**src/rtl/hci_core_credit_fifo_pkg.sv**
```systemverilog
// Shared types and helpers for the credit-based HCI core FIFO.
// Provides default widths, the status flag bundle and the counter width helper.
package hci_core_credit_fifo_pkg;

    localparam int unsigned DEFAULT_DW = 32;
    localparam int unsigned DEFAULT_BW = 8;
    localparam int unsigned DEFAULT_AW = 32;
    localparam int unsigned DEFAULT_UW = 2;

    typedef struct packed {
        logic req_empty;
        logic req_full;
        logic rsp_empty;
        logic rsp_full;
        logic idle;
        logic err;
    } hci_core_credit_flags_t;

    // Width needed to hold 0..depth inclusive.
    function automatic int unsigned credit_cw(input int unsigned depth);
        return $clog2(depth + 1);
    endfunction

endpackage

```
**src/rtl/hci_core_credit_fifo_if.sv**
```systemverilog
// HCI core channel bundle: request (req/gnt) and response (r_valid/lrdy).
// master drives requests and lrdy; slave drives gnt and response beats.
interface hci_core_credit_fifo_if
    import hci_core_credit_fifo_pkg::*;
#(
    parameter int unsigned DW = DEFAULT_DW,
    parameter int unsigned BW = DEFAULT_BW,
    parameter int unsigned AW = DEFAULT_AW,
    parameter int unsigned UW = DEFAULT_UW
);
    localparam int unsigned BEW = DW / BW;
    localparam int unsigned UWP = (UW > 0) ? UW : 1;

    logic           req;
    logic           gnt;
    logic [AW-1:0]  add;
    logic           wen;
    logic [DW-1:0]  data;
    logic [BEW-1:0] be;
    logic [BEW-1:0] boffs;
    logic [UWP-1:0] user;
    logic           lrdy;
    logic           r_valid;
    logic [DW-1:0]  r_data;
    logic [UWP-1:0] r_user;

    modport master (
        output req, add, wen, data, be, boffs, user, lrdy,
        input  gnt, r_valid, r_data, r_user
    );

    modport slave (
        input  req, add, wen, data, be, boffs, user, lrdy,
        output gnt, r_valid, r_data, r_user
    );

endinterface

```
**src/rtl/hci_core_credit_counter.sv**
```systemverilog
// Saturating reservation counter for response-slot credits.
// Ports: clk_i, rst_ni, clear_i, inc_i, dec_i, count_o, avail_o (count < MAX).
module hci_core_credit_counter #(
    parameter int unsigned MAX = 8,
    parameter int unsigned CW  = 4
) (
    input  logic          clk_i,
    input  logic          rst_ni,
    input  logic          clear_i,
    input  logic          inc_i,
    input  logic          dec_i,
    output logic [CW-1:0] count_o,
    output logic          avail_o
);
    localparam logic [CW-1:0] MAXC = CW'(MAX);

    logic [CW-1:0] r_cnt;

    assign count_o = r_cnt;
    assign avail_o = (r_cnt < MAXC);

    always_ff @(posedge clk_i or negedge rst_ni) begin
        if (!rst_ni) begin
            r_cnt <= '0;
        end else if (clear_i) begin
            r_cnt <= '0;
        end else if (inc_i && !dec_i && r_cnt != MAXC) begin
            r_cnt <= r_cnt + CW'(1);
        end else if (dec_i && !inc_i && r_cnt != '0) begin
            r_cnt <= r_cnt - CW'(1);
        end
    end

endmodule

```
**src/rtl/hci_core_credit_fifo_buf.sv**
```systemverilog
// Circular-buffer FIFO, no fall-through: ready depends only on stored count.
// Ports: clk_i, rst_ni, clear_i, push_i/data_i/ready_o, pop_i/data_o/valid_o, empty_o, full_o.
module hci_core_credit_fifo_buf #(
    parameter int unsigned DEPTH = 8,
    parameter int unsigned W     = 8
) (
    input  logic         clk_i,
    input  logic         rst_ni,
    input  logic         clear_i,
    input  logic         push_i,
    input  logic [W-1:0] data_i,
    output logic         ready_o,
    input  logic         pop_i,
    output logic [W-1:0] data_o,
    output logic         valid_o,
    output logic         empty_o,
    output logic         full_o
);
    localparam int unsigned PW = (DEPTH > 1) ? $clog2(DEPTH) : 1;
    localparam int unsigned NW = $clog2(DEPTH + 1);
    localparam logic [PW-1:0] LAST  = PW'(DEPTH - 1);
    localparam logic [NW-1:0] FULLN = NW'(DEPTH);

    logic [W-1:0]  r_mem [DEPTH];
    logic [PW-1:0] r_wptr;
    logic [PW-1:0] r_rptr;
    logic [NW-1:0] r_cnt;
    logic          w_push;
    logic          w_pop;

    assign full_o  = (r_cnt == FULLN);
    assign empty_o = (r_cnt == '0);
    assign ready_o = ~full_o;
    assign valid_o = ~empty_o;
    assign data_o  = r_mem[r_rptr];

    // A push into a full buffer is dropped even if a pop happens alongside.
    assign w_push = push_i & ~full_o;
    assign w_pop  = pop_i & ~empty_o;

    always_ff @(posedge clk_i or negedge rst_ni) begin
        if (!rst_ni) begin
            r_wptr <= '0;
            r_rptr <= '0;
            r_cnt  <= '0;
        end else if (clear_i) begin
            r_wptr <= '0;
            r_rptr <= '0;
            r_cnt  <= '0;
        end else begin
            if (w_push)
                r_wptr <= (r_wptr == LAST) ? '0 : r_wptr + PW'(1);
            if (w_pop)
                r_rptr <= (r_rptr == LAST) ? '0 : r_rptr + PW'(1);
            unique case ({w_push, w_pop})
                2'b10:   r_cnt <= r_cnt + NW'(1);
                2'b01:   r_cnt <= r_cnt - NW'(1);
                default: r_cnt <= r_cnt;
            endcase
        end
    end

    always_ff @(posedge clk_i) begin
        if (w_push)
            r_mem[r_wptr] <= data_i;
    end

endmodule

```
**src/rtl/hci_core_credit_fifo.sv**
```systemverilog
// Credit-based decoupling FIFO between a streamer (tcdm_slave) and the interconnect (tcdm_master).
// Ports: clk_i, rst_ni, clear_i, flags_o, reserved_o, tcdm_slave, tcdm_master.
module hci_core_credit_fifo
    import hci_core_credit_fifo_pkg::*;
#(
    parameter int unsigned REQ_DEPTH  = 8,
    parameter int unsigned RSP_DEPTH  = 8,
    parameter int unsigned DW         = DEFAULT_DW,
    parameter int unsigned BW         = DEFAULT_BW,
    parameter int unsigned AW         = DEFAULT_AW,
    parameter int unsigned UW         = DEFAULT_UW,
    parameter int unsigned WRITE_RSP  = 1,
    parameter int unsigned LATCH_FIFO = 0,
    localparam int unsigned CW        = credit_cw(RSP_DEPTH)
) (
    input  logic                   clk_i,
    input  logic                   rst_ni,
    input  logic                   clear_i,
    output hci_core_credit_flags_t flags_o,
    output logic [CW-1:0]          reserved_o,
    hci_core_credit_fifo_if.slave  tcdm_slave,
    hci_core_credit_fifo_if.master tcdm_master
);
    localparam int unsigned BEW = DW / BW;
    localparam int unsigned RQW = AW + UW + DW + BEW + 1;
    localparam int unsigned RSW = UW + DW;

    logic           r_init;
    logic           r_err;
    logic [RQW-1:0] w_rq_in;
    logic [RQW-1:0] w_rq_out;
    logic           w_rq_push;
    logic           w_rq_ready;
    logic           w_rq_valid;
    logic           w_rq_empty;
    logic           w_rq_full;
    logic [RSW-1:0] w_rs_in;
    logic [RSW-1:0] w_rs_out;
    logic           w_rs_valid;
    logic           w_rs_empty;
    logic           w_rs_full;
    logic           w_rs_ready_unused;
    logic           w_counted;
    logic           w_avail;
    logic           w_issue;
    logic           w_rsp_pop;
    logic [CW-1:0]  w_cnt;
    logic           w_unused;

    assign w_unused = ^{tcdm_slave.boffs, (LATCH_FIFO != 0)};

    // Holds gnt low while in reset and releases it on the first clock after.
    always_ff @(posedge clk_i or negedge rst_ni) begin
        if (!rst_ni)
            r_init <= 1'b0;
        else
            r_init <= 1'b1;
    end

    generate
        if (UW > 0) begin : g_user
            assign w_rq_in = {tcdm_slave.add, tcdm_slave.user,
                              tcdm_slave.data, tcdm_slave.be,
                              tcdm_slave.wen};
            assign {tcdm_master.add, tcdm_master.user,
                    tcdm_master.data, tcdm_master.be,
                    tcdm_master.wen} = w_rq_out;
            assign w_rs_in = {tcdm_master.r_user, tcdm_master.r_data};
            assign {tcdm_slave.r_user, tcdm_slave.r_data} = w_rs_out;
        end else begin : g_nouser
            logic w_unused_user;
            assign w_unused_user = ^{tcdm_slave.user, tcdm_master.r_user};
            assign w_rq_in = {tcdm_slave.add, tcdm_slave.data,
                              tcdm_slave.be, tcdm_slave.wen};
            assign {tcdm_master.add, tcdm_master.data,
                    tcdm_master.be, tcdm_master.wen} = w_rq_out;
            assign tcdm_master.user = '0;
            assign w_rs_in = tcdm_master.r_data;
            assign tcdm_slave.r_data = w_rs_out;
            assign tcdm_slave.r_user = '0;
        end
    endgenerate

    assign tcdm_slave.gnt = w_rq_ready & r_init;
    assign w_rq_push      = tcdm_slave.req & tcdm_slave.gnt;

    // Only requests that will produce a response consume a credit.
    assign w_counted = (WRITE_RSP != 0) || w_rq_out[0];

    // Issue is gated only by registered state, never by gnt.
    assign tcdm_master.req   = w_rq_valid & (~w_counted | w_avail);
    assign w_issue           = tcdm_master.req & tcdm_master.gnt;
    assign tcdm_master.boffs = '0;
    assign tcdm_master.lrdy  = 1'b1;

    assign tcdm_slave.r_valid = w_rs_valid;
    assign w_rsp_pop          = w_rs_valid & tcdm_slave.lrdy;

    hci_core_credit_fifo_buf #(
        .DEPTH (REQ_DEPTH),
        .W     (RQW)
    ) i_req_fifo (
        .clk_i   (clk_i),
        .rst_ni  (rst_ni),
        .clear_i (clear_i),
        .push_i  (w_rq_push),
        .data_i  (w_rq_in),
        .ready_o (w_rq_ready),
        .pop_i   (w_issue),
        .data_o  (w_rq_out),
        .valid_o (w_rq_valid),
        .empty_o (w_rq_empty),
        .full_o  (w_rq_full)
    );

    hci_core_credit_fifo_buf #(
        .DEPTH (RSP_DEPTH),
        .W     (RSW)
    ) i_rsp_fifo (
        .clk_i   (clk_i),
        .rst_ni  (rst_ni),
        .clear_i (clear_i),
        .push_i  (tcdm_master.r_valid),
        .data_i  (w_rs_in),
        .ready_o (w_rs_ready_unused),
        .pop_i   (w_rsp_pop),
        .data_o  (w_rs_out),
        .valid_o (w_rs_valid),
        .empty_o (w_rs_empty),
        .full_o  (w_rs_full)
    );

    hci_core_credit_counter #(
        .MAX (RSP_DEPTH),
        .CW  (CW)
    ) i_credit (
        .clk_i   (clk_i),
        .rst_ni  (rst_ni),
        .clear_i (clear_i),
        .inc_i   (w_issue & w_counted),
        .dec_i   (w_rsp_pop),
        .count_o (w_cnt),
        .avail_o (w_avail)
    );

    // A beat with no slot or no outstanding credit means the credit
    // bookkeeping was violated (e.g. a clear with requests in flight).
    always_ff @(posedge clk_i or negedge rst_ni) begin
        if (!rst_ni)
            r_err <= 1'b0;
        else if (clear_i)
            r_err <= 1'b0;
        else if (tcdm_master.r_valid && (w_rs_full || w_cnt == '0))
            r_err <= 1'b1;
    end

    assign reserved_o        = w_cnt;
    assign flags_o.req_empty = w_rq_empty;
    assign flags_o.req_full  = w_rq_full;
    assign flags_o.rsp_empty = w_rs_empty;
    assign flags_o.rsp_full  = w_rs_full;
    assign flags_o.idle      = w_rq_empty & w_rs_empty & (w_cnt == '0);
    assign flags_o.err       = r_err;

endmodule

```
**src/flat_wrapper.sv**
```systemverilog
// flat-port wrapper written by rule: the top's interface ports become plain ports
module hci_core_credit_fifo_flat import hci_core_credit_fifo_pkg::*;
#(
    parameter int unsigned REQ_DEPTH  = 8,
    parameter int unsigned RSP_DEPTH  = 8,
    parameter int unsigned DW         = DEFAULT_DW,
    parameter int unsigned BW         = DEFAULT_BW,
    parameter int unsigned AW         = DEFAULT_AW,
    parameter int unsigned UW         = DEFAULT_UW,
    parameter int unsigned WRITE_RSP  = 1,
    parameter int unsigned LATCH_FIFO = 0,
    localparam int unsigned CW        = credit_cw(RSP_DEPTH)
)
  (clk_i, rst_ni, clear_i, flags_o, reserved_o, tcdm_slave_req, tcdm_slave_add, tcdm_slave_wen, tcdm_slave_data, tcdm_slave_be, tcdm_slave_boffs, tcdm_slave_user, tcdm_slave_lrdy, tcdm_slave_gnt, tcdm_slave_r_valid, tcdm_slave_r_data, tcdm_slave_r_user, tcdm_master_req, tcdm_master_add, tcdm_master_wen, tcdm_master_data, tcdm_master_be, tcdm_master_boffs, tcdm_master_user, tcdm_master_lrdy, tcdm_master_gnt, tcdm_master_r_valid, tcdm_master_r_data, tcdm_master_r_user);
  hci_core_credit_fifo_if #(.DW(DW), .BW(BW), .AW(AW), .UW(UW)) tcdm_slave_i ();
  hci_core_credit_fifo_if #(.DW(DW), .BW(BW), .AW(AW), .UW(UW)) tcdm_master_i ();
  input  logic clk_i;
  input  logic rst_ni;
  input  logic clear_i;
  output hci_core_credit_flags_t flags_o;
  output logic [CW-1:0] reserved_o;
  input wire logic [$bits(tcdm_slave_i.req)-1:0] tcdm_slave_req;
  input wire logic [$bits(tcdm_slave_i.add)-1:0] tcdm_slave_add;
  input wire logic [$bits(tcdm_slave_i.wen)-1:0] tcdm_slave_wen;
  input wire logic [$bits(tcdm_slave_i.data)-1:0] tcdm_slave_data;
  input wire logic [$bits(tcdm_slave_i.be)-1:0] tcdm_slave_be;
  input wire logic [$bits(tcdm_slave_i.boffs)-1:0] tcdm_slave_boffs;
  input wire logic [$bits(tcdm_slave_i.user)-1:0] tcdm_slave_user;
  input wire logic [$bits(tcdm_slave_i.lrdy)-1:0] tcdm_slave_lrdy;
  output wire logic [$bits(tcdm_slave_i.gnt)-1:0] tcdm_slave_gnt;
  output wire logic [$bits(tcdm_slave_i.r_valid)-1:0] tcdm_slave_r_valid;
  output wire logic [$bits(tcdm_slave_i.r_data)-1:0] tcdm_slave_r_data;
  output wire logic [$bits(tcdm_slave_i.r_user)-1:0] tcdm_slave_r_user;
  output wire logic [$bits(tcdm_master_i.req)-1:0] tcdm_master_req;
  output wire logic [$bits(tcdm_master_i.add)-1:0] tcdm_master_add;
  output wire logic [$bits(tcdm_master_i.wen)-1:0] tcdm_master_wen;
  output wire logic [$bits(tcdm_master_i.data)-1:0] tcdm_master_data;
  output wire logic [$bits(tcdm_master_i.be)-1:0] tcdm_master_be;
  output wire logic [$bits(tcdm_master_i.boffs)-1:0] tcdm_master_boffs;
  output wire logic [$bits(tcdm_master_i.user)-1:0] tcdm_master_user;
  output wire logic [$bits(tcdm_master_i.lrdy)-1:0] tcdm_master_lrdy;
  input wire logic [$bits(tcdm_master_i.gnt)-1:0] tcdm_master_gnt;
  input wire logic [$bits(tcdm_master_i.r_valid)-1:0] tcdm_master_r_valid;
  input wire logic [$bits(tcdm_master_i.r_data)-1:0] tcdm_master_r_data;
  input wire logic [$bits(tcdm_master_i.r_user)-1:0] tcdm_master_r_user;
  assign tcdm_slave_i.req = tcdm_slave_req;
  assign tcdm_slave_i.add = tcdm_slave_add;
  assign tcdm_slave_i.wen = tcdm_slave_wen;
  assign tcdm_slave_i.data = tcdm_slave_data;
  assign tcdm_slave_i.be = tcdm_slave_be;
  assign tcdm_slave_i.boffs = tcdm_slave_boffs;
  assign tcdm_slave_i.user = tcdm_slave_user;
  assign tcdm_slave_i.lrdy = tcdm_slave_lrdy;
  assign tcdm_slave_gnt = tcdm_slave_i.gnt;
  assign tcdm_slave_r_valid = tcdm_slave_i.r_valid;
  assign tcdm_slave_r_data = tcdm_slave_i.r_data;
  assign tcdm_slave_r_user = tcdm_slave_i.r_user;
  assign tcdm_master_req = tcdm_master_i.req;
  assign tcdm_master_add = tcdm_master_i.add;
  assign tcdm_master_wen = tcdm_master_i.wen;
  assign tcdm_master_data = tcdm_master_i.data;
  assign tcdm_master_be = tcdm_master_i.be;
  assign tcdm_master_boffs = tcdm_master_i.boffs;
  assign tcdm_master_user = tcdm_master_i.user;
  assign tcdm_master_lrdy = tcdm_master_i.lrdy;
  assign tcdm_master_i.gnt = tcdm_master_gnt;
  assign tcdm_master_i.r_valid = tcdm_master_r_valid;
  assign tcdm_master_i.r_data = tcdm_master_r_data;
  assign tcdm_master_i.r_user = tcdm_master_r_user;
  hci_core_credit_fifo #(.REQ_DEPTH(REQ_DEPTH), .RSP_DEPTH(RSP_DEPTH), .DW(DW), .BW(BW), .AW(AW), .UW(UW), .WRITE_RSP(WRITE_RSP), .LATCH_FIFO(LATCH_FIFO)) u_core (.clk_i(clk_i), .rst_ni(rst_ni), .clear_i(clear_i), .flags_o(flags_o), .reserved_o(reserved_o), .tcdm_slave(tcdm_slave_i), .tcdm_master(tcdm_master_i));
endmodule
```
**config.mk**
```make
export PLATFORM = sky130hd
export DESIGN_NAME = hci_core_credit_fifo_flat
export DESIGN_NICKNAME = d
export VERILOG_FILES = /design/src/rtl/hci_core_credit_fifo_pkg.sv /design/src/rtl/hci_core_credit_fifo_if.sv /design/src/rtl/hci_core_credit_counter.sv /design/src/rtl/hci_core_credit_fifo_buf.sv /design/src/rtl/hci_core_credit_fifo.sv /design/src/flat_wrapper.sv
export SDC_FILE = /design/constraint.sdc
export NUM_CORES = 1
export LEC_CHECK = 0
export CORE_MARGIN = 8
export CORE_UTILIZATION = 53
export CTS_BUF_LIST = sky130_fd_sc_hd__clkbuf_4 sky130_fd_sc_hd__clkbuf_8 sky130_fd_sc_hd__clkbuf_16
export DETAILED_ROUTE_END_ITERATION = 6
export PLACE_DENSITY_LB_ADDON = 0.15
export SLEW_MARGIN = 0
export SYNTH_ARGS = -nofsm -noshare
export SYNTH_HDL_FRONTEND = slang
export SYNTH_HIERARCHICAL = 1
export SYNTH_SLANG_ARGS = --single-unit
```
**constraint.sdc**
```tcl
create_clock -name clk_i -period 9.2 [get_ports clk_i]
set_clock_uncertainty 0.15 [all_clocks]
set_input_delay 1.84 -clock clk_i [delete_from_list [all_inputs] [get_ports clk_i]]
set_output_delay 1.84 -clock clk_i [all_outputs]
set_load 0.005 [all_outputs]
```
# Word level (Yosys, flattened, before mapping)
# Memory sizes are Yosys's and may differ from the RTL's.
# Index checks and enable logic that the tools add are counted.
# classes
n_addsub,10
n_lt_le_gt_ge,1
n_eq_ne,11
mux,25
n_bitwise,15
reduce_logical,20
# ops
operator,n
$mux 3,12
$mux 4,5
$pmux 4 s2,2
$add 3x1->3 const B,4
$add 4x1->4 const B,3
$eq 3x3->1 const B,4
$logic_not 4->1,3
$sub 4x1->4 const B,3
$and 1x1->1,11
$reduce_bool 2->1,5
$reduce_bool 3->1,3
$eq 4x4->1 const B,2
$mux 1,6
$logic_and 1x1->1,5
$eq 2x1->1 const B,2
$eq 2x2->1 const B,2
$lt 4x4->1 const B,1
$ne 4x4->1 const B,1
$not 1->1,4
$reduce_bool 4->1,1
$logic_not 1->1,2
$logic_or 1x1->1,1
# totals
register_bits,26
mem_bits_rw,840
input_bits,116
output_inout_bits,123
mem_count,2
# memory_table
memory,depth,width,read_ports,rd_clocked_by_memory_dff,wr,line,source
u_core.i_req_fifo.r_mem,8,71,1,0,1,hci_core_credit_fifo_buf.sv:24,logic [W-1:0] r_mem [DEPTH];
u_core.i_rsp_fifo.r_mem,8,34,1,0,1,hci_core_credit_fifo_buf.sv:24,

# Logic depth before layout (Yosys ltp)
# Gate-level depths: netlist of the first run.
# logic_depth
ltp_word,10
ltp_mapped,11

# Hierarchy
# Netlist of the first run, hierarchy kept.
# modules_own_cells
mod,n_inst,cells_per_inst,area_each_um2
hci_core_credit_fifo_buf (u_core.i_req_fifo),1,902,22019.9
hci_core_credit_fifo_buf (u_core.i_rsp_fifo),1,474,10991.8
hci_core_credit_counter,1,38,364.1
hci_core_credit_fifo,1,23,202.7

# Least setup slack after synthesis of the first run
# Ideal clock, no wire load.
# synth_path
path_kind,input to register
start,input port tcdm_slave_req
end,"memory u_core/i_req_fifo/r_mem[0][0] (netlist bit), enable pin"
setup_time_ns,0.675
arrival_time_ns,9.009
path_slack_ns,-0.634
path_stages,3
n_path_buf,0
path_cell_list,and3_1 > nand2_1 > nor4_1
# synth_via
elab_chain_len,4
# synth_rtl
element,line,source
"start, declared",flat_wrapper.sv:22,input wire logic [$bits(tcdm_slave_i.req)-1:0] tcdm_slave_req;
$and 1x1->1,hci_core_credit_fifo.sv:85,assign w_rq_push = tcdm_slave.req & tcdm_slave.gnt;
$and 1x1->1,hci_core_credit_fifo_buf.sv:38,assign w_push = push_i & ~full_o;
$mux 1,hci_core_credit_fifo_buf.sv:64,if (w_push)
$mux 1 (not written as such),hci_core_credit_fifo_buf.sv:65,r_mem[r_wptr] <= data_i;
"end, declared",hci_core_credit_fifo_buf.sv:24,
# Every way passes these cells.

# Final worst setup path of the first run
# layout_path
start,register u_core.i_req_fifo.r_rptr[1]
end,output port tcdm_master_add[4]
# layout_via
elab_chain_len,1
# layout_rtl
element,line,source
"start, declared",hci_core_credit_fifo_buf.sv:26,logic [PW-1:0] r_rptr;
"start signal, assigned",hci_core_credit_fifo_buf.sv:54,r_rptr <= (r_rptr == LAST) ? '0 : r_rptr + PW'(1);
$mem_v2 8x71,--,
"end, declared",flat_wrapper.sv:35,output wire logic [$bits(tcdm_master_i.add)-1:0] tcdm_master_add;
# Every way passes these cells.

==> metrics.md, run 1 <==
| Metric | Value |
|---|---|
| Power density cells | `228 nW/µm²` |
| Post-synth top area share | `75.1%` |
| Starting DRT DRC Count | `1094` |
| Largest net degree at the start of global routing | `86` |
| Worst R2R Setup Slack | `5360 ps` |
| Root buffer cell | `clkbuf_16` |
| Vias | `15.2k` |
| Detailed Place HPWL | `35800 µm` |
| Switching share of total power | `20.8%` |
| Top_reg_cell synth | `edfxtp_1` |
| Sequential area share after synthesis | `77.1%` |
| Setup Viol. Count Final | `0` |
| Crit path buffers/inverters | `2` |
| Chip Height | `268 µm` |
| Synth Instances | `1437` |
| Synth warnings | `6` |
| CTS Buf Count | `88` |
| Mapped cell area | `33600 µm²` |
| Internal | `0.00720 W` |
| Worst reg2reg endpoint | `u_core/i_req_fifo/r_mem[5][69]` |
| Period utilization | `61.0%` |
| Clk buf depth | `3` |
| FP Rows | `92` |
| Net Sw Power | `0.00189 W` |
| Peak VDD IR | `0.000166 V` |
| Post-synth ARST share | `3.00%` |
| DR pass1 iterations | `5` |
| Layout Nets | `1850` |
| Top-count cell post-synth | `edfxtp_1` |
| Cell taking the most area after synthesis | `edfxtp_1` |
| Tightest Hold Check Type | `reg2reg` |
| Post-synth EDFFs | `840` |
| Worst r2r src | `u_core/i_req_fifo/r_cnt[0]` |
| Clock latency on the worst-skew pair | `610 ps` |
| CP peak stage delay | `860 ps` |
| WHS Path Cells | `1` |
| Top cells by area, synth | `edfxtp_1, mux4_2, mux2_2` |
| Post_cts resized | `0` |
| RSZ-0062 raised after global routing | `false` |
| Core area | `62900 µm²` |
| Seq cells post-synth | `866` |
| Fin. Hold Viols | `0` |
| Crit-path cells | `buf_4 > mux4_2 > mux2_2 > clkdlybuf4s50_1` |
| Final Slew Violations | `0` |
| Hold_sp | `u_core/r_err` |
| Worst Tran Pin Value | `1060 ps` |
| Io pins | `239` |
| Tmin final | `5610 ps` |
| Drt wl/cell | `25.2 µm` |
| Outcome | `completed` |
| Via-per-instance ratio | `5.77` |
| Setup TNS | `0 ps` |
| All-Layer GR Usage | `18.8%` |
| RePlAce Congestion | `0.724` |
| Min-Delay Endpoint | `u_core/r_err` |
| Slew Limit Headroom | `29.3%` |
| Post-route DRC violation count | `0` |
| CTS Hold Buffers Added | `0` |
| Clock-pin slew on the worst setup and hold paths | `60 ps` |
| Post-CTS Setup Repair Bufs | `0` |
| Synth top cells by count | `edfxtp_1, mux4_2, mux2_2` |
| Leakage | `12.6 nW` |
| Clk pwr share | `40.5%` |
| Worst EP required | `7210 ps` |
| Chip Width | `268 µm` |
| Crit-path leading delay family | `buffers and inverters` |
| Num Clock Sinks | `866` |
| Worst endpoint data arrival time | `3620 ps` |
| Worst setup SP type | `flip-flop` |
| Number of distinct library cells after synthesis | `64` |
| First-pass GRT wire length | `101000 µm` |
| I/O Buffers | `229` |
| Vias in the first global route | `16.5k` |
| Max Cap Viol | `0` |
| Worst Setup End Kind | `primary output` |
| Total Routed Length | `66500 µm` |
| Slowest cell on crit path | `buf_4` |
| Max Clock Freq | `178 MHz` |
| Syn_area_per_cell | `23.4 µm²` |
| Combinational Power Share | `10.0%` |
| Fin worst setup slack | `3590 ps` |
| Synth-to-Final Area Change | `18.8%` |
| DP Worst Slack | `3720 ps` |
| Flop pwr share | `49.5%` |
| Initial antenna violation count | `10` |
| Crit Path Class | `reg2out` |
| Share of layout cells above drive strength 1 | `29.3%` |
| DRT antenna net count | `0` |
| H-Tree Depth | `3` |
| Die Footprint | `71700 µm²` |
| Reg2reg path depth | `8` |
| Starting Density | `53.4%` |
| GRT overflow | `0` |
| Highest net fanout along the worst path | `66` |
| TritonCTS clock tree | `built` |
-- registers in the layout, summed over array words and instances, names as in the netlist --
name	flops
u_core/i_rsp_fifo/r_mem	272
u_core/i_rsp_fifo/r_cnt	4
u_core/i_rsp_fifo/r_wptr	3
u_core/i_req_fifo/r_rptr	3
u_core/i_credit/count_o	4
u_core/r_err	1
u_core/i_req_fifo/r_cnt	4
u_core/i_rsp_fifo/r_rptr	3
u_core/r_init	1
u_core/i_req_fifo/r_wptr	3
u_core/i_req_fifo/r_mem	568
-- through the flow --
stage | total power, W | hold slack, ps | std cells | instance area (µm²) | utilization (%)
final | 0.00910 | 402 | 2634 | 39900 | 63.5
after global routing | 0.00943 | 424 | 2632 | 39900 | 63.5
after CTS | 0.00921 | 405 | 2632 | 39900 | 63.5
after detailed placement | 0.00552 | 392 | 2473 | 36900 | 58.6
after global placement | 0.00549 | 361 | 2473 | 36900 | 58.6
after floorplan | 0.00514 | 352 | 1441 | 33600 | -
-- power by group through the flow --
stage	clock (W)	sequential, W	combinational (W)
after global placement	0	0.00458	0.000910
after detailed placement	0	0.00459	0.000929
after global routing	0.00392	0.00452	0.000994
final	0.00368	0.00450	0.000913
after CTS	0.00377	0.00451	0.000933
after floorplan	0	0.00455	0.000589
-- cell type report --
| type | count | area, µm² |
|---|---|---|
| clock inverters | 53 | 651 |
| multi-input cells | 487 | 7310 |
| inverters | 12 | 45.0 |
| fillers | 4287 | 23000 |
| well taps | 846 | 1060 |
| repair buffers | 262 | 2550 |
| clock buffers | 106 | 2380 |
| flip-flops and latches | 866 | 25900 |
| diodes | 2 | 5.00 |
-- worst max path at each step --
| stage | startpoint | to | depth (start not counted) |
|---|---|---|---|
| 2_1_floorplan | tcdm_slave_req | u_core/i_req_fifo/r_mem[1][0] | 5 |
| 3_3_place_gp | tcdm_slave_req | u_core/i_req_fifo/r_mem[5][65] | 8 |
| 3_5_place_dp | tcdm_slave_req | u_core/i_req_fifo/r_mem[5][55] | 8 |
| 4_1_cts | u_core/i_rsp_fifo/r_rptr[0] | tcdm_slave_r_data[8] | 4 |
| 5_1_grt | u_core/i_rsp_fifo/r_rptr[0] | tcdm_slave_r_data[8] | 4 |
| 6_report | u_core/i_req_fifo/r_rptr[1] | tcdm_master_add[4] | 4 |
-- metal layers --
metal	track usage [%]	vias to the layer above	wire length, µm
met2	32.3	371	34400
met4	4.81	16	1050
met1	23.8	8093	26600
li1	-	6631	-
met5	0	-	115
met3	4.90	88	4340
-- placed cells by master, fill, tap and decap left out, types with 3 or more instances in the layout --
master and instances:
mux4_1 6, nor2b_1 3, inv_1 12, ha_1 14
nand2_1 12, buf_4 32, mux2i_1 10, nor2_4 6
clkbuf_16 90, or3_1 5, clkbuf_4 15, bufinv_16 15
clkinvlp_4 4, a21oi_1 11, dfrtp_4 4, nand2b_1 8
nor3_1 4, mux2_2 105, nand3_1 5, mux4_2 204
edfxtp_1 840, conb_1 6, and2_1 3, o21ai_0 4
nor2_1 17, nor3_2 8, clkinv_2 12, dfrtp_1 21
clkinv_1 18, xnor2_1 5, a21oi_2 3, and3_1 3
clkdlybuf4s50_1 229, fa_1 3
-- cell families after synthesis --
| logic type | Yosys count | synth area share, % |
|---|---|---|
| DFF | 866 | 77.1 |
| muxes | 327 | 18.1 |
| and+or+nand+nor | 90 | 1.45 |
| buffers and inverters | 88 | 1.55 |
| AOI/OAI and AO/OA | 42 | 1.03 |
| adders and majority gates | 17 | 0.701 |
| xor gates and xnor gates | 5 | 0.130 |
| other | 2 | 0.0224 |
Power figures use the tool's default switching activity.
==> run 2, diff against run 1 <==
Clock period 9.2 ns to 5.1 ns, I/O delays scaled along.
==> metrics.md, run 2 (same netlist as run 1, synthesis figures left out) <==
| Metric | Value |
|---|---|
| TritonCTS clock tree | `built` |
| Setup TNS | `0 ps` |
| Post-route DRC violation count | `0` |
| Flop pwr share | `52.0%` |
| Worst EP required | `3930 ps` |
| Clock latency on the worst-skew pair | `620 ps` |
| Io pins | `239` |
| Post_cts resized | `0` |
| All-Layer GR Usage | `18.5%` |
| CTS Buf Count | `87` |
| Tightest Hold Check Type | `reg2reg` |
| Fin. Hold Viols | `0` |
| Combinational Power Share | `10.4%` |
| First-pass GRT wire length | `99900 µm` |
| Worst Tran Pin Value | `891 ps` |
| Power density cells | `394 nW/µm²` |
| Chip Width | `268 µm` |
| RePlAce Congestion | `0.751` |
| Vias in the first global route | `16.4k` |
| DRT antenna net count | `0` |
| Vias | `15.2k` |
| Biggest regs | `u_core/i_req_fifo/r_mem x568, u_core/i_rsp_fifo/r_mem x272` |
| Largest net degree at the start of global routing | `72` |
| Max Cap Viol | `0` |
| Num Clock Sinks | `866` |
| FP Rows | `92` |
| Clk pwr share | `37.6%` |
| Drt wl/cell | `24.9 µm` |
| Internal | `0.0123 W` |
| Switching share of total power | `21.6%` |
| Worst setup SP type | `flip-flop` |
| Root buffer cell | `clkbuf_16` |
| CTS Hold Buffers Added | `0` |
| Design Power | `0.0157 W` |
| Final Slew Violations | `0` |
| GRT overflow | `0` |
| Highest net fanout along the worst path | `43` |
| Layout Nets | `1857` |
| Largest Register | `u_core/i_req_fifo/r_mem` |
| Total Routed Length | `65800 µm` |
| Leakage | `12.5 nW` |
| Max Clock Freq | `222 MHz` |
| Crit Path Class | `reg2out` |
| H-Tree Depth | `3` |
| Tmin final | `4500 ps` |
| Detailed Place HPWL | `35900 µm` |
| Worst Setup End Kind | `primary output` |
| Cell count after placement | `2481` |
| Post-CTS Setup Repair Bufs | `0` |
| Core area | `62900 µm²` |
| RSZ-0062 raised after global routing | `false` |
| Starting Density | `53.4%` |
| Synth-to-Final Area Change | `18.5%` |
| Setup Viol. Count Final | `0` |
| Clk buf depth | `3` |
| Period utilization | `88.3%` |
| Max FFs per register | `568` |
| Layout fillers | `4296` |
| I/O Buffers | `229` |
| Chip Height | `268 µm` |
| Clock-pin slew on the worst setup and hold paths | `60 ps` |
| Slew Limit Headroom | `40.6%` |
| Outcome | `completed` |
| DR pass1 iterations | `5` |
| Peak VDD IR | `0.000299 V` |
| Initial antenna violation count | `13` |
| Fin cells | `2640` |
| Starting DRT DRC Count | `1237` |
| Worst endpoint data arrival time | `3330 ps` |
| Net Sw Power | `0.00339 W` |
| Die Footprint | `71700 µm²` |
| Commonest non-fill, non-tap cell in the layout | `edfxtp_1` |
| Share of layout cells above drive strength 1 | `29.3%` |
| Commonest cells after routing, fill and taps aside | `edfxtp_1, clkdlybuf4s50_1, mux4_2` |
| Via-per-instance ratio | `5.75` |
[run 2: cell types whose count changed in the layout (fill, tap and decap cells not counted), sizes merged]
cell | before | now
clkinvlp | 4 | 0
bufinv | 15 | 1
buf | 33 | 41
inv | 14 | 16
clkinv | 32 | 31
clkbuf | 106 | 115
diode | 2 | 8
[run 2: per-layer routing]
metal	up-vias	wire [µm]	share of wire [%]	GRT usage [%]
li1	6656	-	-	-
met1	8087	26600	40	23.8
met2	336	34100	52	31.9
met3	101	3810	5.8	4.46
met4	10	1200	1.8	4.55
met5	-	67	0.10	0
[run 2: layout make-up]
type / instances / area [µm²] / area share (%)
inverters: 12 / 45.0 / 0.113
well taps: 846 / 1060 / 2.66
multi-input cells: 487 / 7320 / 18.4
clock buffers: 115 / 2400 / 6.04
flip-flops and latches: 866 / 25900 / 65.1
clock inverters: 36 / 246 / 0.619
repair buffers: 270 / 2810 / 7.07
diodes: 8 / 20.0 / 0.0503
[run 2: worst max-delay path: stages (launching register included)]
cell	delay, ps
dfrtp_4	990
buf_4	370
mux4_1	560
mux2_2	300
clkdlybuf4s50_1	450
[run 2: path summary, 6_finish.rpt]
check	start	to	slack, ps	cells after the start
hold reg to reg	u_core/r_err	u_core/r_err	400	1
setup reg to reg	u_core/i_rsp_fifo/r_cnt[0]	u_core/i_credit/count_o[3]	1490	10
max in group asynchronous	rst_ni	u_core/i_req_fifo/r_rptr[1]	3870	2
hold / removal	u_core/r_err	u_core/r_err	400	1
min in group asynchronous	rst_ni	u_core/i_rsp_fifo/r_wptr[1]	640	2
setup / recovery	u_core/i_rsp_fifo/r_rptr[0]	tcdm_slave_r_data[1]	600	4
[run 2: stage by stage]
| stage | utilization [%] | hold WS, ps | instance area, µm² | setup WS, ps |
|---|---|---|---|---|
| 2_1_floorplan | - | 352 | 33600 | -2010 |
| 3_3_place_gp | 59.1 | 365 | 37100 | 1170 |
| 3_5_place_dp | 59.1 | 383 | 37100 | 1160 |
| 4_1_cts | 63.3 | 395 | 39800 | 490 |
| 5_1_grt | 63.3 | 410 | 39800 | 380 |
| 6_report | 63.3 | 398 | 39800 | 597 |
[run 2: power groups by stage]
stage	registers (W)	logic (W)	clock network (W)
floorplan	0.00821	0.00106	0
global placement	0.00830	0.00162	0
detailed placement	0.00832	0.00166	0
CTS	0.00817	0.00167	0.00605
global route	0.00819	0.00178	0.00631
finish	0.00817	0.00164	0.00590
==> patch: new RTL, config.mk and constraints of run 1 <==
Change the package constant `DEFAULT_BW` from 8 to 6.
--- a/src/rtl/hci_core_credit_fifo_pkg.sv
+++ b/src/rtl/hci_core_credit_fifo_pkg.sv
@@ -3,7 +3,7 @@
 package hci_core_credit_fifo_pkg;
 
     localparam int unsigned DEFAULT_DW = 32;
-    localparam int unsigned DEFAULT_BW = 8;
+    localparam int unsigned DEFAULT_BW = 6;
     localparam int unsigned DEFAULT_AW = 32;
     localparam int unsigned DEFAULT_UW = 2;
 
Interface: changed (resized tcdm_master_be, tcdm_master_boffs, tcdm_slave_be and tcdm_slave_boffs); port bits go from 239 to 243. The function was not compared with the original's and may differ.
==> patch against run 1 <==
Sequential cell count up 8. Critical endpoint is now tcdm_master_add[30]. Final cell count increased by 0.80%. Area after synthesis up 0.84%. Total power up 4.2%. First-iteration DRC count stayed put. Design area is 0.66% higher. Setup slack got worse by 0.24 ns. Wire length increased by 0.15%. Largest cell class unchanged.
==> patch: results (changes against run 1) <==
* Routed WL per cell at 25.1 µm (-0.65%)
* Commonest cells post-synth: 848 x edfxtp_1, 206 x mux4_2, 106 x mux2_2, 26 x clkbuf_1, 26 x dfrtp_1
* Vias in the first global route at 16500 (+0.26%)
* Postcts setup bufs at 0 (unchanged)
* Minimum clock period at 5.85 ns (+0.241 ns)
* Layout Nets at 1866 (+0.86%)
* FF-to-FF setup slack at 5.00 ns (-0.36 ns)
* GRT Total Usage at 18.6% (-0.20 points)
* Met2 usage at 31.2% (-1.1 points)
* Final cell count without fillers at 2655 (+0.80%)
* Placer Congestion at 0.720 (-0.59%)
* Top flop regs: u_core/i_req_fifo/r_mem: 576 flops, u_core/i_rsp_fifo/r_mem: 272 flops
* Share of cells above drive strength 1 at 29.4% (+0.13 points)
* DP Wirelength at 36200 µm (+0.88%)
* Largest cells by area after synthesis: edfxtp_1 75%, mux4_2 14%, mux2_2 3.5%
* CTS max path bufs at 3 (unchanged)
* First-pass iteration count of the detailed router at 7 (+2)
* Global-route wire length before repair at 101000 µm (-0.44%)
* Syn Area/Cell at 23.3 µm² (-0.20%)
* Post-Place Cells at 2487 (+0.57%)
* Worst vdd ir at 0.175 mV (+5.6%)
* CTS resizes at 0 (unchanged)
* # fillers at 4284 (-0.070%)
* Max-slew headroom at 29.0% (-0.29 points)
* Clock Latency Late Sink at 0.61 ns (about the same)
* Status: finished clean
* Met1 Usage GRT at 24.7% (+0.84 points)
* Post-synth ARST share at 2.97% (-0.027 points)
* Hold WC Path Type: flip-flop to flip-flop
* CTS Root Cell: clkbuf_16
* Pin count of the biggest net entering global routing at 105 (+22%)
* EDFF count, synth at 848 (+0.95%)
* H-tree levels at 3 (unchanged)
* Clock Pin Slew Worst Setup and Hold Paths at 0.05 ns
* CTS buffer count at 88 (unchanged)
* Worst endpoint data arrival time at 3.86 ns (+0.24 ns)
* Yosys cell types at 60 (-6.3%)
* Grt met3 use at 4.12% (-0.78 points)
* Sequential share of the synthesized area at 77.1% (about the same)
* Setup violators final at 0 (unchanged)
* Starting DRC count in detailed routing at 1094 (unchanged)
* Via density per instance at 5.78 (+0.12%)
* Worst-path maximum fanout at 104 (+58%)
* Post-placement setup slack at 3.63 ns (-0.0848 ns)
* Static leakage at 12.6 nW (+0.51%)
* Yosys warnings at 6 (unchanged)
* PortBufs at 231 (+0.87%)
* Antenna violations before repair at 6 (-4)
-- patch: cell types whose count changed after synthesis, moves of 2 or more --
cell,run 1,this run
and3_1,3,5
nand3_1,5,9
buf_6,17,12
nor2_1,23,18
mux2_4,2,0
edfxtp_1,840,848
mux2_1,0,2
a21oi_1,11,14
mux4_2,204,206
nor3_1,12,10
buf_4,10,14
mux2i_1,10,8
buf_2,19,23
-- patch: critical path: stages, from the launching register on --
cell             delay, ns
dfrtp_4               1.02
buf_12                0.68
mux4_2                0.59
mux2_2                0.28
clkdlybuf4s50_1       0.55
-- patch: cells by family after synthesis --
family	count (synthesis)	synth area share (%)
other cells	2	0.0222
mux	328	18.0
buf+inv	92	1.53
xor+xnor	5	0.129
fa+ha+maj	17	0.695
compound gates	45	1.02
simple gates	89	1.49
flops	874	77.1
-- patch: final timing paths --
path                                             startpoint                       endpoint  cells after the start
worst min register to register                 u_core/r_err                   u_core/r_err                      1
max in group asynchronous                            rst_ni    u_core/i_req_fifo/r_rptr[0]                      2
worst max-delay path            u_core/i_req_fifo/r_rptr[0]            tcdm_master_add[30]                      4
worst max register to register   u_core/i_req_fifo/r_cnt[0]  u_core/i_req_fifo/r_mem[3][8]                      5
worst min-delay path                           u_core/r_err                   u_core/r_err                      1
min in group asynchronous                            rst_ni     u_core/i_credit/count_o[3]                      2
-- patch: power breakdown --
group / internal, mW / total (mW) / switching, mW
clock: 2.15 / 3.61 / 1.46
sequential: 4.51 / 4.62 / 0.104
combinational: 0.712 / 1.26 / 0.546
total: 7.38 / 9.49 / 2.11
-- patch: cell type report --
class | instances | area [µm²] | share of cell area [%]
clock buffer | 113 | 2420 | 6.03
sequential | 874 | 26100 | 65.1
multi-input combinational | 491 | 7350 | 18.3
inverter | 13 | 48.8 | 0.122
antenna | 4 | 10.0 | 0.0249
tap | 846 | 1060 | 2.64
timing repair buffer | 263 | 2560 | 6.39
clock inverter | 51 | 561 | 1.40
-- patch: metal layers --
metal / wire length [µm] / up-vias
li1: - / 6712
met1: 27600 / 8186
met2: 34000 / 336
met3: 3750 / 96
met4: 1200 / 8
met5: 49 / -
-- patch: per-stage QoR --
step	area, µm²	hold slack [ns]	utilization, %	total power [mW]
2_1_floorplan	33900	0.352	-	5.47
3_3_place_gp	37200	0.365	58.9	5.96
3_5_place_dp	37200	0.386	58.9	5.98
4_1_cts	40100	0.400	63.6	9.60
5_1_grt	40100	0.432	63.6	9.85
6_report	40100	0.404	63.6	9.49
